File: src/rtl/evt_buf_readout_if.sv
// Event-FIFO read port (FWFT) plus serializer valid/ready stream, bundled for the readout block.
// The master side is the readout engine; the slave side is the FIFO/serializer environment.
interface evt_buf_readout_if;
  logic        EVT_BUF_EMPTY;
  logic [15:0] EVT_BUF_DATA;
  logic        EVT_BUF_RD;
  logic [15:0] DOUT;
  logic        DOUT_VLD;
  logic        DOUT_RDY;

  modport master (
    input  EVT_BUF_EMPTY,
    input  EVT_BUF_DATA,
    input  DOUT_RDY,
    output EVT_BUF_RD,
    output DOUT,
    output DOUT_VLD
  );

  modport slave (
    output EVT_BUF_EMPTY,
    output EVT_BUF_DATA,
    output DOUT_RDY,
    input  EVT_BUF_RD,
    input  DOUT,
    input  DOUT_VLD
  );
endinterface

File: src/rtl/evt_buf_readout.sv
// Event buffer readout: frames each complete event as header, data words and two trailers
// (word count, XOR checksum) onto a valid/ready stream, tracking pending events.
module evt_buf_readout #(
  parameter int WORDS_PER_SAMP = 96,
  parameter int EVT_CNT_W      = 4
) (
  input  logic                 CLK,
  input  logic                 RST,
  input  logic                 EVT_DONE,
  input  logic [11:0]          L1A_NUM,
  input  logic [6:0]           SAMP_MAX,
  evt_buf_readout_if.master    bus,
  output logic [EVT_CNT_W-1:0] EVT_CNT,
  output logic                 OVFL,
  output logic                 BUSY,
  output logic [2:0]           RO_STATE
);

  typedef enum logic [2:0] {
    ST_IDLE   = 3'd0,
    ST_HEADER = 3'd1,
    ST_DATA   = 3'd2,
    ST_TRL1   = 3'd3,
    ST_TRL2   = 3'd4,
    ST_DONE   = 3'd5
  } state_t;

  localparam logic [EVT_CNT_W-1:0] CNT_MAX = '1;
  localparam logic [EVT_CNT_W-1:0] CNT_ONE = EVT_CNT_W'(1);

  state_t               state_q, state_d;
  logic [15:0]          dout_q, dout_d;
  logic                 dout_vld_q, dout_vld_d;
  logic [13:0]          total_q, total_d;
  logic [13:0]          wcnt_q, wcnt_d;
  logic [15:0]          chk_q, chk_d;
  logic [EVT_CNT_W-1:0] evt_cnt_q, evt_cnt_d;
  logic                 ovfl_q, ovfl_d;

  logic        load_ok;
  logic        rd;
  logic        evt_dec;
  logic [13:0] samp_words;

  // Output register can take a new word when empty or when its current word leaves.
  assign load_ok    = !dout_vld_q || bus.DOUT_RDY;
  assign samp_words = 14'(SAMP_MAX) * 14'(WORDS_PER_SAMP);

  always_comb begin
    state_d    = state_q;
    dout_d     = dout_q;
    dout_vld_d = dout_vld_q;
    total_d    = total_q;
    wcnt_d     = wcnt_q;
    chk_d      = chk_q;
    rd         = 1'b0;
    evt_dec    = 1'b0;

    case (state_q)
      ST_IDLE: begin
        if (load_ok) begin
          dout_vld_d = 1'b0;
        end
        if (evt_cnt_q != '0) begin
          state_d = ST_HEADER;
          total_d = samp_words;
          wcnt_d  = '0;
          chk_d   = '0;
        end
      end

      ST_HEADER: begin
        if (load_ok) begin
          dout_d     = {4'hA, L1A_NUM};
          dout_vld_d = 1'b1;
          state_d    = (total_q == '0) ? ST_TRL1 : ST_DATA;
        end
      end

      ST_DATA: begin
        rd = !bus.EVT_BUF_EMPTY && load_ok;
        if (rd) begin
          dout_d     = bus.EVT_BUF_DATA;
          dout_vld_d = 1'b1;
          wcnt_d     = wcnt_q + 14'd1;
          chk_d      = chk_q ^ bus.EVT_BUF_DATA;
          if (wcnt_q == total_q - 14'd1) begin
            state_d = ST_TRL1;
          end
        end else if (load_ok) begin
          // FIFO starved: let the previous word drain and wait without a bubble marker.
          dout_vld_d = 1'b0;
        end
      end

      ST_TRL1: begin
        if (load_ok) begin
          dout_d     = {2'b11, wcnt_q};
          dout_vld_d = 1'b1;
          state_d    = ST_TRL2;
        end
      end

      ST_TRL2: begin
        if (load_ok) begin
          dout_d     = chk_q;
          dout_vld_d = 1'b1;
          state_d    = ST_DONE;
        end
      end

      ST_DONE: begin
        if (load_ok) begin
          dout_vld_d = 1'b0;
          evt_dec    = 1'b1;
          state_d    = ST_IDLE;
        end
      end

      default: begin
        state_d    = ST_IDLE;
        dout_vld_d = 1'b0;
      end
    endcase
  end

  // Pending-event counter saturates; an arrival lost to saturation is flagged sticky.
  always_comb begin
    evt_cnt_d = evt_cnt_q;
    ovfl_d    = ovfl_q;
    if (EVT_DONE && !evt_dec) begin
      if (evt_cnt_q == CNT_MAX) begin
        ovfl_d = 1'b1;
      end else begin
        evt_cnt_d = evt_cnt_q + CNT_ONE;
      end
    end else if (!EVT_DONE && evt_dec) begin
      evt_cnt_d = evt_cnt_q - CNT_ONE;
    end
  end

  always_ff @(posedge CLK or posedge RST) begin
    if (RST) begin
      state_q    <= ST_IDLE;
      dout_q     <= '0;
      dout_vld_q <= 1'b0;
      total_q    <= '0;
      wcnt_q     <= '0;
      chk_q      <= '0;
      evt_cnt_q  <= '0;
      ovfl_q     <= 1'b0;
    end else begin
      state_q    <= state_d;
      dout_q     <= dout_d;
      dout_vld_q <= dout_vld_d;
      total_q    <= total_d;
      wcnt_q     <= wcnt_d;
      chk_q      <= chk_d;
      evt_cnt_q  <= evt_cnt_d;
      ovfl_q     <= ovfl_d;
    end
  end

  assign bus.EVT_BUF_RD = rd;
  assign bus.DOUT       = dout_q;
  assign bus.DOUT_VLD   = dout_vld_q;
  assign EVT_CNT        = evt_cnt_q;
  assign OVFL           = ovfl_q;
  assign BUSY           = (state_q != ST_IDLE);
  assign RO_STATE       = state_q;

endmodule

File: src/flat_wrapper.sv
// flat-port wrapper written by rule: the top's interface ports become plain ports
module evt_buf_readout_flat 
#(
  parameter int WORDS_PER_SAMP = 96,
  parameter int EVT_CNT_W      = 4
)
  (CLK, RST, EVT_DONE, L1A_NUM, SAMP_MAX, EVT_CNT, OVFL, BUSY, RO_STATE, bus_EVT_BUF_EMPTY, bus_EVT_BUF_DATA, bus_DOUT_RDY, bus_EVT_BUF_RD, bus_DOUT, bus_DOUT_VLD);
  evt_buf_readout_if bus_i ();
  input  logic CLK;
  input  logic RST;
  input  logic EVT_DONE;
  input  logic [11:0] L1A_NUM;
  input  logic [6:0] SAMP_MAX;
  output logic [EVT_CNT_W-1:0] EVT_CNT;
  output logic OVFL;
  output logic BUSY;
  output logic [2:0] RO_STATE;
  input wire logic [$bits(bus_i.EVT_BUF_EMPTY)-1:0] bus_EVT_BUF_EMPTY;
  input wire logic [$bits(bus_i.EVT_BUF_DATA)-1:0] bus_EVT_BUF_DATA;
  input wire logic [$bits(bus_i.DOUT_RDY)-1:0] bus_DOUT_RDY;
  output wire logic [$bits(bus_i.EVT_BUF_RD)-1:0] bus_EVT_BUF_RD;
  output wire logic [$bits(bus_i.DOUT)-1:0] bus_DOUT;
  output wire logic [$bits(bus_i.DOUT_VLD)-1:0] bus_DOUT_VLD;
  assign bus_i.EVT_BUF_EMPTY = bus_EVT_BUF_EMPTY;
  assign bus_i.EVT_BUF_DATA = bus_EVT_BUF_DATA;
  assign bus_i.DOUT_RDY = bus_DOUT_RDY;
  assign bus_EVT_BUF_RD = bus_i.EVT_BUF_RD;
  assign bus_DOUT = bus_i.DOUT;
  assign bus_DOUT_VLD = bus_i.DOUT_VLD;
  evt_buf_readout #(.WORDS_PER_SAMP(WORDS_PER_SAMP), .EVT_CNT_W(EVT_CNT_W)) u_core (.CLK(CLK), .RST(RST), .EVT_DONE(EVT_DONE), .L1A_NUM(L1A_NUM), .SAMP_MAX(SAMP_MAX), .bus(bus_i), .EVT_CNT(EVT_CNT), .OVFL(OVFL), .BUSY(BUSY), .RO_STATE(RO_STATE));
endmodule
File: config.mk
export PLATFORM = sky130hd
export DESIGN_NAME = evt_buf_readout_flat
export DESIGN_NICKNAME = d
export VERILOG_FILES = /design/src/rtl/evt_buf_readout_if.sv /design/src/rtl/evt_buf_readout.sv /design/src/flat_wrapper.sv
export SDC_FILE = /design/constraint.sdc
export NUM_CORES = 1
export LEC_CHECK = 0
export CAP_MARGIN = 20
export CELL_PAD_IN_SITES_DETAIL_PLACEMENT = 1
export CELL_PAD_IN_SITES_GLOBAL_PLACEMENT = 2
export CORE_MARGIN = 2
export CORE_UTILIZATION = 25
export DETAILED_ROUTE_END_ITERATION = 12
export PLACE_DENSITY = 0.75
export SLEW_MARGIN = 20
export SYNTH_ARGS = -nofsm -noshare
export SYNTH_HDL_FRONTEND = slang
export SYNTH_SLANG_ARGS = --single-unit
File: constraint.sdc
create_clock -name CLK -period 3.2 [get_ports CLK]
set_input_delay 0.48 -clock CLK [delete_from_list [all_inputs] [get_ports CLK]]
set_output_delay 0.48 -clock CLK [all_outputs]
set_load 0.01 [all_outputs]
## Word level (Yosys, flattened, before mapping)

Index checks and enable logic that the tools add are counted.

- Flip-flop bits (word level): 64
- Input bits: 40

- Equality and inequality tests: 16
- $mul: 1
- Reduce and logical (&&, ||, !) cells: 23
- Bitwise logic cells: 1
- Add/subtract/negate cells: 4
- Multiplexer cells: 30

Operators with widths:

| kind | count |
|---|---|
| two-way mux 16 bit | 6 |
| one-hot mux 16 bit (4 select lines) | 1 |
| one-hot mux 16 bit (2 select lines) | 1 |
| two-way mux 14 bit | 2 |
| one-hot mux 14 bit (2 select lines) | 1 |
| two-way mux 3 bit | 7 |
| one-hot mux 3 bit (6 select lines) | 1 |
| inequality test 2 x 1 -> 1 bit (second input constant) | 8 |
| bitwise XOR 16 bit | 1 |
| adder 14 x 1 -> 14 bit (second input constant) | 1 |
| == test 14 bit | 1 |
| logical NOT 14 bit | 1 |
| subtractor 14 x 1 -> 14 bit (second input constant) | 1 |
| two-way mux 4 bit | 3 |
| multiplier 7 x 2 -> 9 bit (second input constant) | 1 |
| nonzero test 4 bit | 2 |
| two-way mux 1 bit | 7 |
| AND reduction 7 bit | 1 |
| == test 3 x 2 -> 1 bit (second input constant) | 2 |
| == test 3 bit (second input constant) | 2 |
| AND reduction 2 bit | 3 |
| AND reduction 5 bit | 1 |
| adder 4 x 1 -> 4 bit (second input constant) | 1 |
| == test 4 bit (second input constant) | 1 |
| other kinds (13) | 19 |

## Logic depth before layout (Yosys ltp)

Gate-level depths: netlist of run 1.

- Depth in word-level cells: 8
- Mapped depth: 11
- Gate-level depth less buffers: 9

## Worst setup path before layout of run 1

No wires, ideal clock.

- Path kind: reg-to-reg
- Start point: reg u_core.state_q[2] (netlist: u_core.RO_STATE[2])
- End point: reg u_core.evt_cnt_q[3] (netlist: u_core.EVT_CNT[3])
- Period minus slack after synthesis: 2289 ps
- Path slack: 911 ps
- Buffers on the path: 2
- Arrival time: 2162 ps
- Cell stages (with the launch flop): 12
- Library setup time: 126 ps
- Cells stage by stage: dfrtp_1 > buf_2 > nor2b_1 > clkbuf_1 > nand3_1 > nand2_1 > ha_1 > a21o_1 > a21oi_1 > xnor2_1 > nand2_1 > xnor2_1

- Cells in the longest elaborated chain, start to end: 6
- Elaborated cells on any way between the ends: 9
- Those cells by class: eq/ne (2); mux (2); reduce/logical (5)

Ends and longest elaborated chain:

| element | line | RTL |
|---|---|---|
| start, declared | evt_buf_readout.sv:31 | `state_t state_q, state_d;` |
| start signal, assigned | evt_buf_readout.sv:153 | `state_q <= state_d;` |
| == test 3 bit (*) | evt_buf_readout.sv:59 | `case (state_q)` |
| two-way mux 1 bit (*) | evt_buf_readout.sv:59 |  |
| logical NOT 1 bit | evt_buf_readout.sv:131 | `if (EVT_DONE && !evt_dec) begin` |
| logical AND 1 bit | evt_buf_readout.sv:131 |  |
| inequality test 2 bit (no source line) / nonzero test 2 bit (equally long branches) | n/a |  |
| AND reduction 2 bit (no source line) | n/a |  |
| end signal, assigned | evt_buf_readout.sv:159 | `evt_cnt_q <= evt_cnt_d;` |
| end, declared | evt_buf_readout.sv:37 | `logic [EVT_CNT_W-1:0] evt_cnt_q, evt_cnt_d;` |

Mark *: on every way between the ends. The rest lies on a longest branch, timed or not.
A chain may end at the register's enable or synchronous reset.

## Worst setup path after layout of run 1

- Start point: reg u_core.state_q[2] (netlist: u_core.RO_STATE[2])
- End point: out bus_EVT_BUF_RD

- Cells in the longest elaborated chain, start to end: 2

Ends and longest elaborated chain:

| element | line | RTL |
|---|---|---|
| == test 3 x 2 -> 1 bit | evt_buf_readout.sv:59 |  |
| two-way mux 1 bit | evt_buf_readout.sv:59 |  |
| end, declared | flat_wrapper.sv:21 | `output wire logic [$bits(bus_i.EVT_BUF_RD)-1:0] bus_EVT_BUF_RD;` |

Every way passes these cells.

==> flow_summary.yaml, run 1 <==
power_and_ir_drop:
  switching_share_pct: 41.7
  ir_drop_mv: 0.298
  seqPwrFrac_pct: 30.6
  power.share.clock_pct: 19.0
  p_leak_uw: 0.00207
  combPwrFrac_pct: 50.4
  p_total_uw: 4670
  p_switching_uw: 1950
  p_int_uw: 2720
  powerDensity_mw_per_mm2: 943
finish:
  drive_above_1_share_pct: 5.96
  fin_nets: 555
  area_delta_synth_final_pct: 30.1
  fill_cells: 1732
  final_common_cell: "clkdlybuf4s50_1"
  final_cell_mix: "66 x clkdlybuf4s50_1, 64 x dfrtp_1, 50 x nand2_1"
  insertedDiodeCount: 0
worst_hold_path:
  hp-class: "reg2reg"
  hold_start: "u_core.OVFL"
  min_delay_worst_endpoint: "u_core.OVFL"
  hold_depth: 1
critical_path:
  rr_worst_depth: 6
  path_delay_family: "buffers and inverters"
  crit_arrival_ps: 2090
  startpoint_type: "flip-flop"
  r2r_slack_ps: 860
  r2r-end: "u_core.bus.DOUT[0]"
  required_ps: 2720
  critPathKind: "reg2out"
  r2r-start: "u_core.RO_STATE[1]"
  slowest_stage: "dfrtp_1"
  slowest_delay_ps: 540
  critPathCaptureType: "output pin"
  critPathBufInv: 2
  cp_cell_sequence: "nand2b_1 > nor2_1 > nand2_1 > inv_1 > clkdlybuf4s50_1"
  path_max_fanout: 14
global_routing:
  grt_pass1_wl_mm: 17.8
  grtUsageTotal_pct: 13.8
  antenna_found_initial: 0
  grt_max_degree: 40
  grt_pass1_vias: 3462
  overflow: 0
timing:
  maxSlewViolCount: 0
  post-route-period-util_pct: 80.4
  fin_skew_ps: 7.07
  setup_violations: 0
  relSlewSlack_pct: 43.6
  rsz0062_at_grt: "false"
  worst_pin_slew_ps: 844
  final_hold_viol_count: 0
  period_minus_slack_ps: 2570
  clock.fmax_mhz: 389
  tns_ps: 0
synthesis:
  synthTopCellsByArea: "dfrtp_1 42%, xor2_1 6.9%, a21oi_1 6.4%"
  synth_flop_cell: "dfrtp_1"
  synth_nets: 494
  avgSynthCellArea_um2: 8.64
  yosys.area.top_type_share_pct: 42.1
  yosysTopAreaCell: "dfrtp_1"
  synth-edff-count: 0
  yosysUniqueCellTypes: 45
  syn-instance-count: 440
  postSynth.asyncResetShare_pct: 100
  synth_area_mm2: 0.00380
  synth_seq_cells: 64
  seq_area_frac_synth_pct: 42.1
  ys_warn_count: 0
place:
  numPortBuffers: 66
  dp_hpwl_mm: 7.89
  gp_congestion: 0.794
clock_tree:
  cts_hold_buf: 0
  h-tree-depth: 3
  clockBufferDepth: 2
  cts-root-buf: "clkbuf_16"
  cts_tree: "built"
  clock_latency_ps: 330
  cts_buffers: 9
  cts_resized: 0
  clk_pin_slew_ps: 50
  cts_num_sinks: 64
  cts_setup_buffers: 0
job:
  cap_violations: 0
drt:
  wl_per_cell_um: 15.5
  firstDrtPassIters: 4
  drc_errors: 0
  vias_per_cell: 4.83
  drt_iter0_markers: 148
  wl_mm: 10.7
  vias: 3336
  antenna_left: 0
floorplan:
  core.rowCount: 45
  num_io_pins: 67
  start_util_pct: 25.3
  die_x_um: 127
  die_area_mm2: 0.0162
  die_h_um: 127
  core_area_mm2: 0.0150
outcome:
  run_status: "completed"
per-stage QoR:
step           area (um^2)  worst slack [ps]  instances  util, %  hold WS (ps)
3_3_place_gp          4690               674        678     31.2           460
4_1_cts               4950               594        691     32.9           483
3_5_place_dp          4690               582        678     31.2           471
5_1_grt               4950               509        691     32.9           507
6_report              4950               626        691     32.9           476
2_1_floorplan         3800               911        440        -           483
flip-flops by register name, summed over array words and instances, names as in the netlist:
name,count
u_core.EVT_CNT,4
u_core.OVFL,1
u_core.RO_STATE,3
u_core.bus.DOUT,16
u_core.bus.DOUT_VLD,1
u_core.chk_q,16
u_core.total_q,9
u_core.wcnt_q,14
power by group through the flow:
stage	registers, uW	logic [uW]	clock network [uW]
6_report	1430	2350	885
2_1_floorplan	1420	1510	0
4_1_cts	1440	2400	914
3_5_place_dp	1450	2380	0
3_3_place_gp	1430	2330	0
5_1_grt	1490	2670	941
synth_stat cells, types with 3 or more instances:
master     n
a21oi_1   49
a221oi_1  13
and3_1     3
buf_1      3
buf_2      3
clkbuf_1  19
dfrtp_1   64
ha_1      12
inv_1     13
nand2_1   50
nand2b_1   4
nand3_1   11
nand4_1    4
nor2_1    45
nor2b_1   17
nor3_1     5
o21a_1     5
o21ai_0   35
o31ai_1    3
or3_1      6
xnor2_1   14
xor2_1    30
final cells by class:
cell class / instances / area [um^2] / area share [%]
clock inverters: 1 / 5.00 / 0.101
flip-flops and latches: 64 / 1600 / 32.4
multi-input cells: 338 / 2060 / 41.6
inverters: 13 / 48.8 / 0.986
well taps: 188 / 235 / 4.75
clock buffers: 12 / 256 / 5.18
repair buffers: 75 / 741 / 15.0
worst max path at each step:
stage	slack (ps)	depth (start not counted)	startpoint	end
after floorplan	910	11	u_core.RO_STATE[2]	u_core.EVT_CNT[3]
after global placement	670	10	bus_DOUT_RDY	u_core.EVT_CNT[3]
after detailed placement	580	10	bus_DOUT_RDY	u_core.EVT_CNT[3]
after CTS	590	5	u_core.RO_STATE[2]	bus_EVT_BUF_RD
after global routing	510	5	u_core.RO_STATE[2]	bus_EVT_BUF_RD
final	630	5	u_core.RO_STATE[2]	bus_EVT_BUF_RD
worst reg2reg max path: cells and delay by family, from the launching register on:
family / cells / cell delay, ps
AOI/OAI and AO/OA: 2 / 420
buffers and inverters: 2 / 510
and+or+nand+nor: 2 / 820
DFF: 1 / 510
per-layer routing:
layer	up-vias	GRT usage (%)	routed length [um]
li1	1640	-	-
met1	1642	18.8	5160
met3	10	2.18	259
met5	-	0	0
met2	44	22.2	5090
met4	0	4.85	164
logic make-up after synthesis:
kind of cell               after synthesis  synth area share (%)
and+or+nand+nor                        156                  19.2
buffers and inverters                   38                  3.85
adders and majority gates               14                  5.00
DFF                                     64                  42.1
xor gates and xnor gates                44                  10.1
AOI/OAI and AO/OA                      120                  18.6
muxes                                    4                  1.12
No activity file was read; power rests on OpenSTA's default activity.
==> run 2, diff against run 1 <==
- PLACE_DENSITY: 0.75 -> 0.77
- clock period: 3.2 -> 2.3 ns (I/O delays scaled with it)
==> flow_summary.yaml, run 2 (synthesis results as in run 1) <==
timing:
  clock.fmax_mhz: 464
  rsz0062_at_grt: "false"
  relSlewSlack_pct: 37.6
  post-route-period-util_pct: 93.7
  hold_ws_ps: 407
  final_hold_viol_count: 0
  setup_violations: 0
  maxSlewViolCount: 0
  period_minus_slack_ps: 2160
  worst_pin_slew_ps: 933
  fin_skew_ps: 9.37
critical_path:
  startpoint_type: "flip-flop"
  r2r_slack_ps: 250
  r2r-start: "u_core.total_q[8]"
  critPathKind: "reg2out"
  crit_arrival_ps: 1810
  r2r-end: "u_core.RO_STATE[0]"
  required_ps: 1960
  rr_worst_depth: 6
  critPathCaptureType: "output pin"
  path_max_fanout: 11
floorplan:
  die_area_mm2: 0.0162
  num_io_pins: 67
  die_h_um: 127
  start_util_pct: 25.3
  core_area_mm2: 0.0150
  core.rowCount: 45
  die_x_um: 127
power_and_ir_drop:
  seqPwrFrac_pct: 28.2
  combPwrFrac_pct: 51.7
  p_switching_uw: 2810
  powerDensity_mw_per_mm2: 1340
  p_leak_uw: 0.00220
  ir_drop_mv: 0.517
  switching_share_pct: 40.7
  p_int_uw: 4100
  power.share.clock_pct: 20.1
global_routing:
  use_met3_pct: 2.18
  use_met2_pct: 23.8
  grt_max_degree: 65
  grt_pass1_wl_mm: 18.3
  grtUsageTotal_pct: 14.2
  busiest_layer: "met2"
  overflow: 0
  grt_use_met1_pct: 18.7
  antenna_found_initial: 0
  grt_pass1_vias: 3591
outcome:
  run_status: "completed"
clock_tree:
  h-tree-depth: 3
  clock_latency_ps: 330
  cts_hold_buf: 0
  cts_num_sinks: 64
  cts-root-buf: "clkbuf_16"
  cts_setup_buffers: 0
  clockBufferDepth: 2
  cts_buffers: 9
  cts_tree: "built"
  clk_pin_slew_ps: 60
drt:
  wl_per_cell_um: 15.3
  wl_mm: 10.9
  drc_errors: 0
  firstDrtPassIters: 4
  drt_iter0_markers: 139
  vias_per_cell: 4.85
  antenna_left: 0
  vias: 3455
place:
  numPortBuffers: 66
  dp_hpwl_mm: 8.04
  dp_cells: 696
  gp_congestion: 0.769
finish:
  insertedDiodeCount: 0
  final_common_cell: "clkdlybuf4s50_1"
  area_delta_synth_final_pct: 35.7
  drive_above_1_share_pct: 10.3
  final_cell_mix: "65 x clkdlybuf4s50_1, 62 x dfrtp_1, 50 x nand2_1"
  fin_cells: 712
  fin_nets: 573
job:
  cap_violations: 0
worst_hold_path:
  hp-class: "in2async"
-- run 2: cell types whose count changed in the layout (fill, tap and decap cells not counted), moves of 2 or more --
cell	previous run	this run
buf_4	8	24
buf_12	1	3
dfrtp_1	64	62
dfrtp_2	0	2
-- run 2: through the flow --
| step | utilization [%] | setup TNS, ps | total power (uW) | worst slack (ps) | instance area [um^2] |
|---|---|---|---|---|---|
| 2_1_floorplan | - | 0 | 4080 | 11.4 | 3800 |
| 3_3_place_gp | 32.2 | -11.7 | 5450 | -11.7 | 4850 |
| 3_5_place_dp | 32.2 | -103 | 5590 | -103 | 4850 |
| 4_1_cts | 34.2 | 0 | 7020 | 0.149 | 5150 |
| 5_1_grt | 34.3 | 0 | 7530 | 4.50 | 5160 |
| 6_report | 34.3 | 0 | 6910 | 144 | 5160 |
-- run 2: worst max-delay path by stage --
stage / slack, ps / depth (start not counted) / from / end
after CTS: 0.1 / 5 / u_core.RO_STATE[1] / bus_EVT_BUF_RD
after floorplan: 10 / 11 / u_core.RO_STATE[2] / u_core.EVT_CNT[3]
after detailed placement: -100 / 10 / SAMP_MAX[0] / u_core.total_q[12]
final: 140 / 2 / u_core.RO_STATE[0] / BUSY
after global routing: 4 / 8 / u_core.total_q[5] / u_core.RO_STATE[0]
after global placement: -10 / 10 / SAMP_MAX[1] / u_core.total_q[12]
-- run 2: routing by layer --
| layer | vias up | share of wire [%] |
|---|---|---|
| li1 | 1677 | - |
| met1 | 1716 | 48 |
| met2 | 52 | 48 |
| met3 | 10 | 2.7 |
| met4 | 0 | 1.4 |
| met5 | - | 0 |
-- run 2: final cells by class --
type,instances,area [um^2]
multi-input cells,338,2070
fillers,1708,9870
flip-flops and latches,64,1600
well taps,188,235
repair buffers,93,903
inverters,13,48.8
clock buffers,13,260
clock inverters,3,40.0
-- run 2: worst max-delay path: stages (launching register included) --
cell and delay (ps):
dfrtp_1 500, or3_1 480, clkdlybuf4s50_1 500
-- run 2: timing repair --
action | CTS | global route
hold endpoints to repair | 0 | 0
setup endpoints to repair | 0 | 2
resized for setup | 0 | 6
-- run 2: power by group through the flow --
stage,Clock [uW],Combinational (uW),Sequential [uW]
finish,1390,3570,1950
global route,1470,4030,2030
CTS,1420,3640,1960
detailed placement,0,3620,1970
global placement,0,3510,1950
floorplan,0,2100,1980
==> run 3, diff against run 2 <==
- ABC_AREA: unset -> 1
- PLACE_DENSITY: 0.77 -> 0.8
==> flow_summary.yaml, run 3 <==
outcome:
  run_status: "completed"
finish:
  insertedDiodeCount: 0
  fin_cells: 841
  multi_input_area_mm2: 0.00202
  final_area_mm2: 0.00536
  area_delta_synth_final_pct: 33.2
  drive_above_1_share_pct: 8.00
  fin_nets: 674
  final_cell_mix: "133 x nand2_1, 78 x inv_1, 65 x clkdlybuf4s50_1"
  final-seq-area_mm2: 0.00160
  fill_cells: 1940
  final_common_cell: "nand2_1"
clock_tree:
  clockBufferDepth: 2
  cts-root-buf: "clkbuf_16"
  clk_pin_slew_ps: 50
  h-tree-depth: 3
  cts_buffers: 9
  clock_latency_ps: 340
  cts_num_sinks: 64
  cts_tree: "built"
  cts_setup_buffers: 0
  cts_hold_buf: 0
timing:
  rsz0062_at_grt: "false"
  tns_ps: 0
  maxSlewViolCount: 0
  fin_skew_ps: 4.28
  relSlewSlack_pct: 60.9
  worst_pin_slew_ps: 585
  period_minus_slack_ps: 2050
  post-route-period-util_pct: 89.0
  final_hold_viol_count: 0
  setup_violations: 0
  clock.fmax_mhz: 489
floorplan:
  core.rowCount: 46
  die_x_um: 131
  num_io_pins: 67
  start_util_pct: 25.4
  die_area_mm2: 0.0171
  die_h_um: 131
  core_area_mm2: 0.0158
synthesis:
  synth.most_common_cell: "nand2_1"
  synth-edff-count: 0
  avgSynthCellArea_um2: 7.39
  synth_area_mm2: 0.00403
  ys_warn_count: 0
  yosys.area.top_type_share_pct: 39.8
  synth_seq_cells: 64
  synth_flop_cell: "dfrtp_1"
  syn-instance-count: 545
  seq_area_frac_synth_pct: 39.8
  synthTopCellsByArea: "dfrtp_1 40%, nand2_1 12%, inv_1 7.4%"
  synth_nets: 599
  yosysTopAreaCell: "dfrtp_1"
  yosysUniqueCellTypes: 39
  yosys-top-cells-count: "133 x nand2_1, 79 x inv_1, 64 x dfrtp_1, 42 x nor2_1, 38 x o21ai_0"
  postSynth.asyncResetShare_pct: 100
global_routing:
  grt_pass1_vias: 4028
  grtUsageTotal_pct: 15.0
  overflow: 0
  grt_pass1_wl_mm: 20.0
  antenna_found_initial: 0
  grt_max_degree: 65
job:
  cap_violations: 0
drt:
  antenna_left: 0
  drt_iter0_markers: 197
  vias_per_cell: 4.61
  vias: 3878
  wl_per_cell_um: 14.3
  drc_errors: 0
  wl_mm: 12.0
  firstDrtPassIters: 4
critical_path:
  cp_cell_sequence: "buf_4 > nor2_1 > nand2_1 > clkdlybuf4s50_1"
  critPathCaptureType: "output pin"
  r2r_slack_ps: 260
  crit_arrival_ps: 1700
  startpoint_type: "flip-flop"
  critPathBufInv: 2
  critPathKind: "reg2out"
  required_ps: 1960
  path_delay_family: "buffers and inverters"
  slowest_stage: "clkdlybuf4s50_1"
  path_max_fanout: 5
  slowest_delay_ps: 520
place:
  gp_congestion: 0.777
  dp_hpwl_mm: 9.09
  dp_cells: 825
  place_area_mm2: 0.00502
  numPortBuffers: 66
worst_hold_path:
  hp-class: "in2async"
power_and_ir_drop:
  ir_drop_mv: 0.491
  powerDensity_mw_per_mm2: 1360
  p_leak_uw: 0.00245
[run 3: path summary, 6_finish.rpt]
check,start,to,depth (start not counted)
min,RST,u_core.bus.DOUT[7],3
max reg2reg,u_core.RO_STATE[1],u_core.EVT_CNT[3],12
min reg2reg,u_core.chk_q[9],u_core.chk_q[9],1
min in group CLK,u_core.chk_q[9],u_core.chk_q[9],1
max in group asynchronous,RST,u_core.total_q[8],3
max,u_core.RO_STATE[0],BUSY,4
[run 3: layout make-up]
cell class                      instances  share of cell area (%)
Clock inverter                          2                    1.12
Sequential cell                        64                    29.9
Timing Repair Buffer                   80                    15.3
Tap cell                              216                    5.04
Inverter                               85                    6.00
Multi-Input combinational cell        380                    37.6
Clock buffer                           14                    5.11
[run 3: layer usage]
| layer | track usage [%] | vias up | share of wire, % | routed length (um) |
|---|---|---|---|---|
| li1 | - | 1923 | - | - |
| met2 | 24.6 | 63 | 46 | 5520 |
| met4 | 5.38 | 0 | 1.5 | 175 |
| met1 | 20.2 | 1882 | 49 | 5890 |
| met3 | 2.20 | 10 | 3.4 | 408 |
| met5 | 0 | - | 0 | 0 |
[run 3: worst min-delay path, stage by stage]
cell             delay, ps
clkdlybuf4s50_1        410
inv_2                   70
buf_12                 310
[run 3: cells by family (layout without fill, tap and decap cells)]
kind of cell	Yosys count	count (layout)	share of synthesized area [%]
AOI/OAI and AO/OA	118	118	17.4
xor gates and xnor gates	14	14	3.05
adders and majority gates	14	14	4.72
buffers and inverters	101	181	10.2
DFF	64	64	39.8
and+or+nand+nor	234	234	24.9
[run 3: report_power, final]
part	switching (uW)	internal, uW
Clock	519	1040
Combinational	2200	1630
Sequential	308	1580
[run 3: repair_timing]
action,in CTS,in global routing
endpoints found under the setup margin,0,4
endpoints found under the hold margin,0,0
resized for setup,0,2
[run 3: through the flow]
| stage | total power (uW) | worst slack, ps | hold WS, ps | util [%] |
|---|---|---|---|---|
| after CTS | 7380 | 23.3 | 429 | 33.8 |
| after floorplan | 4310 | 266 | 423 | - |
| after global routing | 7930 | 16.6 | 469 | 33.9 |
| final | 7280 | 254 | 408 | 33.9 |
| after detailed placement | 5790 | -83.0 | 445 | 31.7 |
| after global placement | 5640 | 48.6 | 436 | 31.7 |
